--- src/rtl/load_store_unit.sv ---
// Byte-addressed RISC-V load/store front end for a word-wide data memory; sub-word stores use read-modify-write.
// Optional MJ32_LSU_BOUNDS_CHECK_EN rejects word indices >= MEM_WORDS.
module load_store_unit #(
  parameter int MEM_WORDS = 4500
) (
  input  logic        C,
  input  logic        rst_n,
  input  logic        req_valid,
  output logic        req_ready,
  input  logic        req_we,
  input  logic [2:0]  req_funct3,
  input  logic [31:0] req_addr,
  input  logic [31:0] req_wdata,
  output logic        rsp_valid,
  output logic [31:0] rsp_rdata,
  output logic        rsp_err,
  output logic        mem_re,
  output logic [31:0] mem_Ra,
  input  logic [31:0] mem_Dout,
  output logic        mem_we,
  output logic [31:0] mem_Wa,
  output logic [31:0] mem_Din
);
  typedef enum logic [2:0] {IDLE, LD, RMW_RD, ST_W, RESP} state_t;

  state_t      state;
  logic [2:0]  f3_q;
  logic [31:0] addr_q;
  logic [31:0] buf_q;    // holds wdata until RMW merge, then the word to write
  logic        legal, misal, oob, bad;
  logic [31:0] idx, shifted, ld_data, rmw_data;

  always_comb begin
    legal = req_we ? (req_funct3 inside {3'b000, 3'b001, 3'b010})
                   : (req_funct3 inside {3'b000, 3'b001, 3'b010, 3'b100, 3'b101});
    misal = (req_funct3[1:0] == 2'b01 && req_addr[0]) ||
            (req_funct3[1:0] == 2'b10 && req_addr[1:0] != 2'b00);
`ifdef MJ32_LSU_BOUNDS_CHECK_EN
    oob = ({2'b00, req_addr[31:2]} >= $unsigned(MEM_WORDS));
`else
    // Range compare is masked off so the index reaches memory unchanged.
    oob = 1'b0 & ({2'b00, req_addr[31:2]} >= $unsigned(MEM_WORDS));
`endif
    bad = !legal || misal || oob;
  end

  assign idx     = {2'b00, addr_q[31:2]};
  assign shifted = mem_Dout >> {addr_q[1:0], 3'b000};

  always_comb begin
    case (f3_q)
      3'b000:  ld_data = {{24{shifted[7]}}, shifted[7:0]};
      3'b001:  ld_data = {{16{shifted[15]}}, shifted[15:0]};
      3'b100:  ld_data = {24'h0, shifted[7:0]};
      3'b101:  ld_data = {16'h0, shifted[15:0]};
      default: ld_data = mem_Dout;
    endcase
    rmw_data = mem_Dout;
    if (f3_q[0]) begin
      if (addr_q[1]) rmw_data[31:16] = buf_q[15:0];
      else           rmw_data[15:0]  = buf_q[15:0];
    end else begin
      case (addr_q[1:0])
        2'b00:   rmw_data[7:0]   = buf_q[7:0];
        2'b01:   rmw_data[15:8]  = buf_q[7:0];
        2'b10:   rmw_data[23:16] = buf_q[7:0];
        default: rmw_data[31:24] = buf_q[7:0];
      endcase
    end
  end

  // Handshake and memory strobes decode straight from the state register.
  assign req_ready = (state == IDLE);
  assign rsp_valid = (state == RESP);
  assign mem_re    = (state == LD) || (state == RMW_RD);
  assign mem_Ra    = mem_re ? idx : 32'h0;
  assign mem_we    = (state == ST_W) && rst_n;
  assign mem_Wa    = (state == ST_W) ? idx : 32'h0;
  assign mem_Din   = (state == ST_W) ? buf_q : 32'h0;

  always_ff @(posedge C) begin
    if (!rst_n) begin
      state     <= IDLE;
      f3_q      <= 3'h0;
      addr_q    <= 32'h0;
      buf_q     <= 32'h0;
      rsp_rdata <= 32'h0;
      rsp_err   <= 1'b0;
    end else begin
      case (state)
        IDLE: if (req_valid) begin
          f3_q      <= req_funct3;
          addr_q    <= req_addr;
          buf_q     <= req_wdata;
          rsp_rdata <= 32'h0;
          rsp_err   <= bad;
          if (bad)                        state <= RESP;
          else if (!req_we)               state <= LD;
          else if (req_funct3 == 3'b010)  state <= ST_W;
          else                            state <= RMW_RD;
        end
        LD: begin
          rsp_rdata <= ld_data;
          state     <= RESP;
        end
        RMW_RD: begin
          buf_q <= rmw_data;
          state <= ST_W;
        end
        ST_W:    state <= RESP;
        RESP:    state <= IDLE;
        default: state <= IDLE;
      endcase
    end
  end
endmodule

--- config.mk ---
export PLATFORM = sky130hd
export DESIGN_NAME = load_store_unit
export DESIGN_NICKNAME = d
export VERILOG_FILES = /design/src/rtl/load_store_unit.sv
export SDC_FILE = /design/constraint.sdc
export NUM_CORES = 1
export LEC_CHECK = 0
export BUFFER_PORTS_ARGS = -buffer_cell sky130_fd_sc_hd__buf_4
export CAP_MARGIN = 20
export CORE_MARGIN = 1
export CORE_UTILIZATION = 40
export CTS_CLUSTER_DIAMETER = 150
export CTS_CLUSTER_SIZE = 25
export DETAILED_ROUTE_END_ITERATION = 8
export PLACE_DENSITY = 0.68
export SYNTH_ARGS = -nofsm -noshare
export SYNTH_HDL_FRONTEND = slang
export SYNTH_SLANG_ARGS = --single-unit
export TNS_END_PERCENT = 5
--- constraint.sdc ---
create_clock -name C -period 2.1 [get_ports C]
set_clock_uncertainty 0.15 [all_clocks]
set_input_delay 0.42 -clock C [delete_from_list [all_inputs] [get_ports C]]
set_output_delay 0.42 -clock C [all_outputs]
set_load 0.1 [all_outputs]
==> out/metrics.cfg <==
[run_status]
status = complete, but fails checks
violated_checks = setup timing

[global_route]
grt_max_degree = 41
grt_first_pass_wirelength_mm = 32.4
residual_overflow_from_global_routing = 0
first_global_vias = 5873
globalRouteTotalUtil_pct = 28.6
antenna_found_initial = 1

[floorplanning]
chip_width_um = 122
die-area_um2 = 14900
core.rowCount = 43
core_area_um2 = 14000
starting_density_of_the_core_pct = 41.2
top_level_ports = 236
die_y_um = 122

[finish]
fin_util_pct = 69.4
ant_diodes = 0
area_growth_pct = 68.2
layout_cell_share_with_drive_strength_beyond_1_pct = 44.6
finish.net_count = 1008
final_cell_count_no_fill = 1090

[place]
dp.cells = 1067
finalWeightedCongestion = 0.967
port-buffer-count = 231
dp_hpwl_mm = 15.0
pre_cts_ws_ps = -35.3

[critical_path]
cp.required_ps = 1530
worstPathCellList = nor3b_4 -> nor2_4 -> buf_12 -> buf_16 -> nor2b_4 -> buf_12
critical_path_class = register to output pin
critical_path.slowest_cell = dfxtp_4
critPathLaunchType = register
max_fo_critical_path = 11
critPathArrivalTime_ps = 1740
path_common_cell = buf_12
timing.critical_path.to_type = output pin
crit_path_max_incr_delay_ps = 370

[routing]
vias_per_cell = 5.63
firstDrtPassIters = 4
detail_route.wl_per_cell_um = 20.3
vias = 6138
antenna_left = 0
drc_violations = 0
detail_route.wirelength_mm = 22.1
drt_iter0_drc = 450

[timing]
finalCriticalPeriod_ps = 2310
maxSlewViolCount = 0
worst_slack_ps = -208
grt_setup_unrepaired = true
timing.slew.headroom_pct = 52.9
finalHoldWorstSlack_ps = 165
finalCritPeriodShare_pct = 110
fmax_mhz = 433
final-hold-violation-count = 0
setup-violations-final = 94
worstMarginPinSlew_ps = 702

[pwr]
power.static_leakage_nw = 4.21
p_per_area_nw_per_um2 = 559
irDropWorstVdd_mv = 0.410

[logic_synthesis]
yosysSeqAreaShare_pct = 35.7
ys.warnings.count = 0
number_of_enable_flip_flop_cells_after_synthesis = 0
ys_ff_latch = 103
syn-cell-area_um2 = 5770
synth_cell_types = 48
synth_flop_cell = dfxtp_1
ys_async_sr_fraction_pct = 0
post_syn_area_per_cell_um2 = 8.36
postSynthCellCount = 690

[clocking]
cts-root-buf = clkbuf_16
num_cts_buffers = 9
clock_latency_ps = 360
clockBufferDepth = 2
post_cts_hold_buffer_count = 0
htreeDepth = 3
clk_transition_reported_paths_ps = 70
cts_sinks = 103
cts_tree = done

[hold_path]
holdCritPathClass = input port to register

[flow_run]
number_of_max_capacitance_violations_reported = 0

-- worst paths after layout --
path                        to          from  cells after the start  slack, ps
setup reg to reg    addr_q[16]      state[2]                      6         50
hold / removal        state[1]        req_we                      2        170
setup / recovery    mem_Ra[18]      state[2]                      6       -210
hold reg to reg   rsp_rdata[1]  rsp_rdata[1]                      2        320
-- metrics by stage --
step                      setup TNS, ps  total power, W  area [um2]
after floorplan                  -14720         0.00318        6170
after CTS                        -14080         0.00541        9590
after global routing             -17260         0.00564        9710
after detailed placement           -858         0.00361        7990
final                            -13050         0.00543        9710
after global placement                0         0.00359        7990
-- area by class of cell --
type,instances,area [um2]
clock buffers,9,225
clock inverters,7,78.8
fillers,1006,4280
inverters,10,41.3
multi-input cells,510,3720
flip-flops and latches,103,2070
well taps,180,225
repair buffers,271,3350
-- cells by family (layout without fill, tap and decap cells) --
group	after synthesis	after routing	synth area share [%]
multiplexers	34	34	6.07
flip-flops	103	103	35.7
other	1	4	0.0650
AND/OR/NAND/NOR	305	305	27.0
buffers and inverters	80	297	7.20
AO/OA/AOI/OAI	167	167	23.9
-- synthesized netlist by cell type (10+ instances only) --
| master | count | area (um2) |
|---|---|---|
| a21boi_0 | 43 | 323 |
| a21oi_1 | 10 | 50.1 |
| a221o_1 | 32 | 320 |
| a22o_1 | 10 | 87.6 |
| and2_1 | 64 | 400 |
| and3_1 | 16 | 100 |
| buf_2 | 22 | 110 |
| clkbuf_1 | 31 | 116 |
| dfxtp_1 | 103 | 2060 |
| inv_1 | 10 | 37.5 |
| mux2i_1 | 26 | 260 |
| nand2_1 | 130 | 488 |
| nand2b_1 | 11 | 68.8 |
| nand3_1 | 17 | 85.1 |
| nor2_1 | 16 | 60.1 |
| nor2b_1 | 36 | 225 |
| o211a_1 | 16 | 160 |
-- power by group --
group          switching [W]  total, W  internal, W
registers           0.000134   0.00222      0.00209
clock network       0.000807   0.00175     0.000940
logic               0.000881   0.00146     0.000580
-- critical path, delay by kind of cell (launching register included) --
family,cells,cell delay [ps]
simple gates,3,510
buf+inv,3,480
flops,1,370
-- per-layer routing --
layer  GRT usage, %  share of wire [%]
met5              0              0.036
met4           10.1                2.0
met3           6.32                8.0
met2           49.1                 50
met1           35.0                 40
-- timing repair --
item,CTS,global route
pin swaps,3,20
gates cloned,2,1
gates resized for setup,304,49
setup buffers,2,2
endpoints found under the setup margin,94,116
-- sequential cells by signal (all words and copies together), names as in the netlist --
signal	flops
rsp_err	1
state	3
addr_q	32
buf_q	32
rsp_rdata	32
f3_q	3
-- placed cells by master (no fill, tap or decap), types with 11 or more instances in the layout --
cell type / n
nand2b_1: 11
nand3_1: 17
and2_4: 46
dfxtp_1: 100
and3_1: 16
buf_12: 100
nor2_1: 14
o211a_1: 16
mux2i_1: 26
nor2b_4: 29
a221o_1: 32
and2_2: 18
a21boi_0: 43
nand2_1: 129
buf_4: 163
Note: power is estimated with default switching activity, not from simulation.
